===== config.mk =====
export PLATFORM = sky130hd
export DESIGN_NAME = updown_counter_mod
export DESIGN_NICKNAME = d
export VERILOG_FILES = /design/src/rtl/counter_pkg.sv /design/src/rtl/counter_next_state.sv /design/src/rtl/updown_counter_mod.sv
export SDC_FILE = /design/constraint.sdc
export NUM_CORES = 1
export LEC_CHECK = 0
export CAP_MARGIN = 5
export CORE_AREA = 5 5 42 44
export CTS_CLUSTER_SIZE = 25
export DETAILED_ROUTE_END_ITERATION = 8
export DIE_AREA = 0 0 47 49
export PLACE_DENSITY = 0.66
export SYNTH_ARGS = -nofsm -noshare
export SYNTH_HDL_FRONTEND = slang
export SYNTH_HIERARCHICAL = 1
export SYNTH_SLANG_ARGS = --single-unit

===== constraint.sdc =====
create_clock -name clk -period 1.9 [get_ports clk]
set_input_delay 0.38 -clock clk [delete_from_list [all_inputs] [get_ports clk]]
set_output_delay 0.38 -clock clk [all_outputs]
set_load 0.02 [all_outputs]

===== src/rtl/counter_pkg.sv =====
// Shared constants and helpers for the parametrised up/down counter.
package counter_pkg;

    localparam logic DIR_UP    = 1'b1;
    localparam logic DIR_DN    = 1'b0;

    localparam logic MODE_WRAP = 1'b0;
    localparam logic MODE_SAT  = 1'b1;

    // Largest legal count for a given modulus: min(val, mod-1).
    function automatic logic [31:0] clamp_mod(input logic [31:0] val, input logic [31:0] mod);
        return (val >= mod) ? (mod - 32'd1) : val;
    endfunction

endpackage


===== src/rtl/counter_next_state.sv =====
// Combinational next-count logic: step up or down by one, wrapping or
// holding at the bounds. Math is one bit wider than the count so that a
// full-range modulus (2**WIDTH) cannot overflow silently.
module counter_next_state
    import counter_pkg::*;
#(
    parameter int WIDTH   = 4,
    parameter int MODULUS = 16
) (
    input  logic [WIDTH-1:0] q,
    input  logic             up_dn,
    input  logic             mode,
    output logic [WIDTH-1:0] q_next,
    output logic             at_bound,
    output logic             wrapped
);

    localparam logic [WIDTH:0] MAX_EXT = (WIDTH+1)'(MODULUS - 1);
    localparam logic [WIDTH:0] ONE_EXT = (WIDTH+1)'(1);

    logic [WIDTH:0] w_q_ext;
    logic [WIDTH:0] w_sum;
    logic           w_unused_msb;

    assign w_q_ext = {1'b0, q};

    // Select the stepped value or the bound behaviour for the current direction.
    always_comb begin
        at_bound = 1'b0;
        wrapped  = 1'b0;
        w_sum    = w_q_ext;
        if (up_dn == DIR_UP) begin
            if (w_q_ext == MAX_EXT) begin
                at_bound = 1'b1;
                if (mode == MODE_WRAP) begin
                    w_sum   = '0;
                    wrapped = 1'b1;
                end
            end else begin
                w_sum = w_q_ext + ONE_EXT;
            end
        end else begin
            if (w_q_ext == '0) begin
                at_bound = 1'b1;
                if (mode == MODE_WRAP) begin
                    w_sum   = MAX_EXT;
                    wrapped = 1'b1;
                end
            end else begin
                w_sum = w_q_ext - ONE_EXT;
            end
        end
    end

    // The bound cases never leave a carry in the top bit, so it is dropped.
    assign q_next       = w_sum[WIDTH-1:0];
    assign w_unused_msb = w_sum[WIDTH];

endmodule


===== src/rtl/updown_counter_mod.sv =====
// Parametrised synchronous up/down counter with programmable modulus,
// clamped parallel load, wrap or saturate mode, combinational terminal
// count (for cascading into the next stage's enable) and a registered
// wrap pulse.
module updown_counter_mod
    import counter_pkg::*;
#(
    parameter int WIDTH    = 4,
    parameter int MODULUS  = 16,
    parameter int SATURATE = 0,
    parameter int RST_VAL  = 0
) (
    input  logic             clk,
    input  logic             rst,
    input  logic             en,
    input  logic             up_dn,
    input  logic             load,
    input  logic [WIDTH-1:0] load_val,
    output logic [WIDTH-1:0] q,
    output logic             tc,
    output logic             wrap_p
);

    if (WIDTH < 1 || WIDTH > 30) begin : g_bad_width
        $error("updown_counter_mod: WIDTH=%0d out of range", WIDTH);
    end
    if (MODULUS < 2 || MODULUS > (1 << WIDTH)) begin : g_bad_modulus
        $error("updown_counter_mod: MODULUS=%0d illegal for WIDTH=%0d", MODULUS, WIDTH);
    end
    if (SATURATE != 0 && SATURATE != 1) begin : g_bad_saturate
        $error("updown_counter_mod: SATURATE=%0d must be 0 or 1", SATURATE);
    end
    if (RST_VAL < 0 || RST_VAL >= MODULUS) begin : g_bad_rst_val
        $error("updown_counter_mod: RST_VAL=%0d must be below MODULUS=%0d", RST_VAL, MODULUS);
    end

    localparam logic       MODE      = (SATURATE != 0) ? MODE_SAT : MODE_WRAP;
    localparam logic [WIDTH-1:0] RST_Q = WIDTH'(RST_VAL);

    logic [WIDTH-1:0] r_q;
    logic             r_wrap_p;
    logic [WIDTH-1:0] w_q_next;
    logic             w_at_bound;
    logic             w_wrapped;
    logic [WIDTH-1:0] w_load_q;

    counter_next_state #(
        .WIDTH   (WIDTH),
        .MODULUS (MODULUS)
    ) u_next (
        .q        (r_q),
        .up_dn    (up_dn),
        .mode     (MODE),
        .q_next   (w_q_next),
        .at_bound (w_at_bound),
        .wrapped  (w_wrapped)
    );

    assign w_load_q = WIDTH'(clamp_mod(32'(load_val), 32'(MODULUS)));

    // Count register with priority reset > load > enable.
    always_ff @(posedge clk) begin
        if (rst) begin
            r_q      <= RST_Q;
            r_wrap_p <= 1'b0;
        end else if (load) begin
            r_q      <= w_load_q;
            r_wrap_p <= 1'b0;
        end else if (en) begin
            r_q      <= w_q_next;
            r_wrap_p <= w_wrapped;
        end else begin
            r_wrap_p <= 1'b0;
        end
    end

    // Terminal count is the same in wrap and saturate mode; held low during reset.
    assign tc     = en & ~load & ~rst & w_at_bound;
    assign q      = r_q;
    assign wrap_p = r_wrap_p;

endmodule


== Word-level counts from Yosys, hierarchy flattened ==
Cells that the tools add are included.

* Bits in registers: 5
* Latch bits: 0
* Memory bits (writable): 0
* ROM bits: 0
* Input bits: 9
* Output and inout bits: 6
* Logic and storage cells: 22
* Memories: 0

* $add $sub $neg: 2
* $mul: 0
* Div/mod/pow operators: 0
* Order comparisons: 0
* Equal/unequal tests: 1
* Shifts and indexed selects: 0
* Muxes and demuxes: 8
* Bitwise logic cells: 6
* Reduce and logical (&&, ||, !) cells: 3

{| class="wikitable"
|+ Operators by type and width
! operator !! number
|-
| 2-to-1 mux 4 bit || 5
|-
| logical NOT 5 bit || 1
|-
| adder 4 x 1 -> 4 bit (second input constant) || 1
|-
| == test 4 bit (second input constant) || 1
|-
| subtractor 4 x 1 -> 4 bit (second input constant) || 1
|-
| bitwise AND 1 bit || 3
|-
| 2-to-1 mux 1 bit || 3
|-
| inverter 1 bit || 3
|-
| OR reduction 3 bit || 1
|-
| nonzero test 2 bit || 1
|}

== Longest topological paths before layout ==
Gate-level depths: netlist (run 1).

* Word-level depth: 5
* Depth in mapped cells: 8
* Gate-level depth less buffers: 8

== Modules after synthesis ==
The synthesis (run 1) kept the hierarchy.

{| class="wikitable"
|+ Modules (own cells, without submodules)
! module !! times used !! cells an instance !! area each (um^2) !! sequential area each (um^2)
|-
| counter_next_state || 1 || 40 || 279.0 || 0.0
|-
| updown_counter_mod || 1 || 22 || 234.0 || 100.1
|}

== Worst setup path before layout (run 1) ==
No wires, ideal clock.

* Path type: reg2out
* Start point: reg r_q[0], in the netlist q[0]
* End point: out tc
* Arrival time: 1,895 ps
* Data required time: 1,520 ps
* Setup slack: -375 ps
* Cell stages (with the launch flop): 6
* Path buffers: 0
* Cell sequence: dfxtp_1 -> inv_1 -> ha_1 -> inv_2 -> o41ai_1 -> nor4bb_1

* Word-level cells in the longest chain between the ends: 4
* Elaborated cells on any way between the ends: 6
* Classes of those cells: eq/ne (1); mux (3); bitwise (1); reduce/logical (1)

{| class="wikitable"
|+ RTL lines
! what !! line !! RTL
|-
| start, declared || updown_counter_mod.sv:40 || <nowiki>logic [WIDTH-1:0] r_q;</nowiki>
|-
| start signal, assigned || updown_counter_mod.sv:67 || <nowiki>r_q <= w_load_q;</nowiki>
|-
| start signal, assigned || updown_counter_mod.sv:70 || <nowiki>r_q <= w_q_next;</nowiki>
|-
| == test 4 bit / logical NOT 5 bit (equally long branches) || counter_next_state.sv:33, counter_next_state.sv:43 ||
|-
| 2-to-1 mux 1 bit (on tied branches) || counter_next_state.sv:33, counter_next_state.sv:43 ||
|-
| 2-to-1 mux 1 bit (*) || counter_next_state.sv:32 || <nowiki>if (up_dn == DIR_UP) begin</nowiki>
|-
| named net w_at_bound || updown_counter_mod.sv:43 || <nowiki>logic w_at_bound;</nowiki>
|-
| bitwise AND 1 bit (*) || updown_counter_mod.sv:78 || <nowiki>assign tc = en & ~load & ~rst & w_at_bound;</nowiki>
|-
| end, declared || updown_counter_mod.sv:20 || <nowiki>output logic tc,</nowiki>
|}

The timed path passes the listed nets; every way through them passes the cells marked *.

== Worst setup path in the final report (run 1) ==
* Start point: reg r_q[1], in the netlist q[1]
* End point: out tc

Same word-level chain as after synthesis.

==> results of run 1 <==
## per-layer routing
layer,GRT usage (%),up-vias
li1,-,290
met1,18.46,268
met2,20.59,21
met3,1.107,0
met4,7.834,0
met5,0,-
## layout by cell type (no fill, tap or decap), types with 2 or more instances in the layout
cell | synthesis | routed
a211oi_1 | 4 | 4
a21oi_1 | 2 | 2
a31o_2 | 2 | 2
buf_4 | 0 | 14
buf_6 | 1 | 2
clkbuf_4 | 0 | 3
clkdlybuf4s50_1 | 0 | 11
dfxtp_1 | 5 | 3
dfxtp_2 | 0 | 2
ha_4 | 0 | 2
inv_1 | 4 | 3
inv_2 | 1 | 2
mux2i_1 | 5 | 5
nand2_1 | 4 | 4
nor2_1 | 3 | 3
nor2b_1 | 5 | 5
o21ai_0 | 2 | 2
## what timing repair did
| item | in CTS | in global routing |
|---|---|---|
| setup buffers | 0 | 2 |
| gates resized for setup | 11 | 6 |
| endpoints found under the setup margin | 1 | 2 |
| hold endpoints to repair | 0 | 0 |
| pin swaps | 2 | 1 |
## state kept, by name, summed over array words and instances (netlist names)
name	count
wrap_p	1
q	4
## final timing paths
kind             to  slack [ns]
max reg2reg    q[1]        0.22
max              tc        0.03
min reg2reg  wrap_p        0.78
min            q[2]        0.76
## where the power goes
group	total [W]	switching [W]	internal (W)	leakage [nW]
logic	0.000214	0.0000987	0.000116	0.302
registers	0.000122	0.00000821	0.000114	0.0419
clock network	0.000125	0.0000453	0.0000795	0.0150
## kinds of logic (layout without fill, tap and decap cells)
logic type / after synthesis / count (layout) / synth area share [%]
other cells: 1 / 1 / 0.7310
flops: 5 / 5 / 19.51
buf+inv: 10 / 38 / 9.755
simple gates: 20 / 20 / 24.64
fa+ha+maj: 2 / 2 / 4.877
compound gates: 18 / 18 / 26.35
mux: 6 / 6 / 14.15
## through the flow
| step | setup TNS, ns | total power (W) | worst slack (ns) | utilization (%) | cells |
|---|---|---|---|---|---|
| 2_1_floorplan | 0 | 0.0002333 | 0.002604 | - | 62 |
| 3_3_place_gp | -0.5643 | 0.0003077 | -0.5246 | 53.93 | 100 |
| 3_5_place_dp | -0.6112 | 0.0003115 | -0.5678 | 53.93 | 100 |
| 4_1_cts | 0 | 0.0004502 | 0.002935 | 57.23 | 104 |
| 5_1_grt | -0.08003 | 0.0004936 | -0.08003 | 60.54 | 106 |
| 6_report | 0 | 0.0004612 | 0.02775 | 60.54 | 106 |
## final cells by class
class                   count  area (um^2)
multi-input cells          47        421.7
inverters                   5        18.77
fillers                   131        553.0
repair buffers             29        259.0
flip-flops and latches      5        102.6
clock buffers               4        26.28
well taps                  16        20.02
## worst register-to-register path, cell delays in order, from the launching register on
cell and delay (ns):
dfxtp_2 0.32, inv_1 0.09, ha_4 0.15, inv_2 0.05, buf_4 0.14, nor3_4 0.26, a32oi_1 0.09, o211ai_1 0.12
mux2i_1 0.11, a211oi_1 0.26
==> qor.txt, run 1 <==
clock latency on the worst-skew pair -> 0.24 ns
WL met3 -> 97 um
DIE WIDTH -> 47 um
Top FF cell, synth -> dfxtp_1
die area -> 0.002303 mm^2
WHS Path Cells -> 3
syn avg cell area -> 8.274 um^2
final hold slack -> 0.7583 ns
Port Buffer Count -> 14
Yosys top cell area share -> 19.51%
post-synthesis cell area -> 513.0 um^2
H-tree levels -> 1
sequential-to-total area share from yosys stat -> 19.51%
Ports -> 15
Critical Path Source -> q[1]
CP endpoint kind -> output pin
RSZ-0062 raised after global routing -> yes
Hold WC Path Type -> in -> reg
status -> finished, final reports clean
number of buffers created by CTS -> 3
synthesized flop and latch total -> 5
dominant cell type by area after synthesis -> dfxtp_1
Final nets -> 102
peak supply drop -> 0.1696 mV
CTS Hold Bufs -> 0
clock slew at reported path FFs -> 0.05 ns
FF-to-FF path depth -> 9
leakage power -> 0.3594 nW
initial antenna violation count -> 0
Ant. Diodes -> 0
CP arrival -> 1.49 ns
Max Cap Viol -> 0
placed cell area -> 755.7 um^2
M1 wire length -> 674 um
slowest stage cell on the critical path -> dfxtp_2
vias per cell -> 5.462
critical path class -> reg -> out
CTS tree -> yes
kind of start point of the critical path -> flip-flop
DRT antenna net count -> 0
CP Depth -> 6
Initial Utilization -> 36.61%
Post-synth EDFFs -> 0
Post-Syn Nets -> 73
largest cells by area after synthesis -> dfxtp_1 (20%), mux2i_1 (9.8%), nor2b_1 (6.1%)
routed length per placed instance -> 13.56 um
GPL Wtd Cong -> 0.7719
Buf/Inv on CP -> 3
Top Layer Used -> met3
detailed placement HPWL -> 1055 um
DRC -> 0
fin crit share -> 98.54%
Core Rows -> 14
area delta synth->final -> 65.37%
vias in the first global route -> 541
top cells by count, synth -> dfxtp_1 (5), mux2i_1 (5), nor2b_1 (5)
async set or reset register ratio after synthesis -> 0%
critical path required time -> 1.52 ns
distinct cell type count after synthesis -> 31
Via Count -> 579
Clock Root Buffer -> clkbuf_4
Max Clk Rate -> 534.1 MHz
CTS Sinks -> 5
Max Clock Skew -> 0.003759 ns
delay-heaviest family, CP -> flip-flops
final number of hold-violating endpoints -> 0
Slew Viols, Final -> 0
Core ar. -> 0.001401 mm^2
final WL -> 1437 um
Cell Chain, Critical Path -> inv_1 -> ha_4 -> inv_2 -> o41ai_4 -> nor4bb_4 -> buf_4
met2 WL -> 665 um
min cycle time layout -> 1.872 ns
Tot GR Track Use -> 13.73%
die height -> 49 um
cells after synthesis -> 62
R2R Path Start -> q[1]
First DRT Iteration DRCs -> 13
Setup-failing EPs final -> 0
yosys warns -> 6
share of cells above drive strength 1 -> 34.44%
first-pass GRT wire length -> 2359 um
Remaining Overflow, GRT -> 0
clk buf depth -> 2
largest net degree at the start of global routing -> 14
Crit path largest cell delay -> 0.32 ns
CP Max Fanout -> 3
Final Cell Area -> 848.3 um^2
hold_sp -> load_val[2]
PwrDens -> 543.6 mW/mm^2
total iterations of the first detailed-routing run -> 4
Power figures use the tool's default switching activity.
==> run 2: changes to the inputs <==
--- a/config.mk
+++ b/config.mk
@@ -6,11 +6,12 @@
 export NUM_CORES = 1
 export LEC_CHECK = 0
 export CAP_MARGIN = 5
-export CORE_AREA = 5 5 42 44
+export CORE_AREA = 2 2 39 41
 export CTS_CLUSTER_SIZE = 25
 export DETAILED_ROUTE_END_ITERATION = 8
-export DIE_AREA = 0 0 47 49
-export PLACE_DENSITY = 0.66
+export DIE_AREA = 0 0 41 43
+export GPL_TIMING_DRIVEN = 0
+export PLACE_DENSITY = 0.69
 export SYNTH_ARGS = -nofsm -noshare
 export SYNTH_HDL_FRONTEND = slang
 export SYNTH_HIERARCHICAL = 1
==> constraint.sdc (replaced) <==
create_clock -name clk -period 1.5 [get_ports clk]
set_input_delay 0.3 -clock clk [delete_from_list [all_inputs] [get_ports clk]]
set_output_delay 0.3 -clock clk [all_outputs]
set_load 0.02 [all_outputs]
==> run 2 against run 1 <==
The run now ends with negative setup slack left. Combinational power is 18% higher. Design area is 3.7% lower. Flip-flop and latch count stayed put. Via count down 3.8%. Critical path type unchanged. Highest routed layer unchanged. Clock skew decreased by 0.0030 ns.
==> qor.txt, run 2 (synthesized netlist as in run 1, its figures left out) <==
status -> complete, but fails checks
failing checks -> negative setup slack
vias per cell -> 5.570
DRT antenna net count -> 0
Core ar. -> 0.001384 mm^2
Final WS setup -> -0.2756 ns
share of cells above drive strength 1 -> 36.90%
Crit path top cell by count -> inv_4
DRC -> 0
hold_sp -> en
flop2flop setup slack -> -0.11 ns
First DRT Iteration DRCs -> 11
critical path required time -> 1.20 ns
kind of start point of the critical path -> flip-flop
total iterations of the first detailed-routing run -> 4
initial antenna violation count -> 0
Max Clock Skew -> 0.0007191 ns
largest net degree at the start of global routing -> 11
RSZ-0062 raised after global routing -> yes
Initial Utilization -> 37.07%
first-pass GRT wire length -> 1994 um
detailed placement HPWL -> 894.8 um
Hold EP -> wrap_p
CTS tree -> yes
M2 GR Usage -> 21.56%
Setup-failing EPs final -> 4
die height -> 43 um
Ports -> 15
commonest non-fill, non-tap cells in the layout -> buf_4 (8), clkdlybuf4s50_1 (6), mux2i_1 (5), nor2b_1 (5)
number of buffers created by CTS -> 3
Hold WC Path Type -> in -> reg
reg2reg end -> q[0]
DIE WIDTH -> 41 um
CTS Hold Bufs -> 0
GPL Wtd Cong -> 0.8328
final number of hold-violating endpoints -> 0
clock slew at reported path FFs -> 0.04 ns
final WL -> 1273 um
WHS Path Cells -> 2
clock latency on the worst-skew pair -> 0.25 ns
Slew Viols, Final -> 0
Via Count -> 557
Place WS -> -1.069 ns
CTS Sinks -> 5
final core utilization -> 59.04%
area delta synth->final -> 59.27%
critical path class -> reg -> out
routed length per placed instance -> 12.73 um
Final nets -> 96
CP endpoint kind -> output pin
Cell Chain, Critical Path -> inv_4 -> ha_4 -> inv_4 -> o41ai_4 -> nor4bb_4 -> buf_4
Critical Path Source -> q[0]
PwrDens -> 700.7 mW/mm^2
H-tree levels -> 1
min cycle time layout -> 1.776 ns
Clock Root Buffer -> clkbuf_4
R2R Path Start -> q[0]
Tot GR Track Use -> 16.38%
commonest non-fill, non-tap cell in the layout -> buf_4
Crit path largest cell delay -> 0.36 ns
slowest stage cell on the critical path -> dfxtp_4
M1 GR Usage -> 24.19%
Core Rows -> 14
vias in the first global route -> 457
met3 usage -> 2.094%
clk buf depth -> 2
Ant. Diodes -> 0
Max Clk Rate -> 563.2 MHz
FF-to-FF path depth -> 8
max reg flops -> 4
CP arrival -> 1.48 ns
gr busiest metal -> met1
Max Cap Viol -> 0
Overall Power -> 0.0005725 W
leakage power -> 0.3495 nW
fin crit share -> 118.4%
die area -> 0.001763 mm^2
peak supply drop -> 0.2465 mV
Remaining Overflow, GRT -> 0
CP Max Fanout -> 4
Port Buffer Count -> 13
[run 2: changes by cell type in the layout (fill, tap and decap cells not counted), moves of 2 or more]
cell,before,now
clkdlybuf4s50_1,11,6
dlygate4sd2_1,1,4
dfxtp_4,0,2
inv_4,0,3
a21oi_1,2,0
buf_4,14,8
a21oi_2,0,2
inv_2,2,0
[run 2: report_power, final]
group / leakage (nW) / internal [W] / switching (W) / total (W)
Sequential: 0.0428 / 0.000144 / 0.0000161 / 0.000160
Combinational: 0.292 / 0.000133 / 0.000119 / 0.000253
Clock: 0.0150 / 0.000101 / 0.0000590 / 0.000160
Total: 0.349 / 0.000378 / 0.000194 / 0.000572
[run 2: metal layers]
| layer | wire, um | vias up |
|---|---|---|
| li1 | - | 278 |
| met3 | 112 | 0 |
| met5 | 0 | - |
| met2 | 629 | 22 |
| met4 | 0 | 0 |
| met1 | 531 | 257 |
[run 2: area by class of cell]
class / count / area, um^2
plain buffers: 5 / 42.54
clock buffers: 4 / 26.28
fillers: 139 / 566.8
inverters: 5 / 26.28
multi-input cells: 47 / 429.2
flip-flops and latches: 5 / 108.9
well taps: 16 / 20.02
repair buffers: 18 / 163.9
[run 2: through the flow]
stage / std cells / TNS [ns] / area, um^2 / hold WS [ns]
after floorplan: 62 / -0.02618 / 568.0 / 0.3630
after global placement: 91 / -2.997 / 718.2 / 0.5600
after detailed placement: 91 / -3.148 / 718.2 / 0.5573
after CTS: 99 / -0.5355 / 800.8 / 0.3331
after global routing: 100 / -0.9396 / 817.0 / 0.3360
final: 100 / -0.5115 / 817.0 / 0.3403
[run 2: how the worst max path moves through the flow]
stage	slack, ns	endpoint	cells after the start
after floorplan	-0.01	q[0]	5
after global routing	-0.35	tc	4
after detailed placement	-1.07	tc	6
final	-0.28	tc	6
after CTS	-0.30	tc	6
after global placement	-1.04	tc	6
[run 2: critical path, delay by kind of cell (launching register included)]
family                     cells  cell delay, ns
AOI/OAI and AO/OA              1            0.21
DFF                            1            0.36
buffers and inverters          3            0.28
and+or+nand+nor                1            0.23
adders and majority gates      1            0.14
[run 2: timing repair]
action,in CTS,in global routing
setup buffers,4,1
resized for setup,18,3
pin swaps,3,6
endpoints found under the setup margin,10,6
gates cloned,0,0
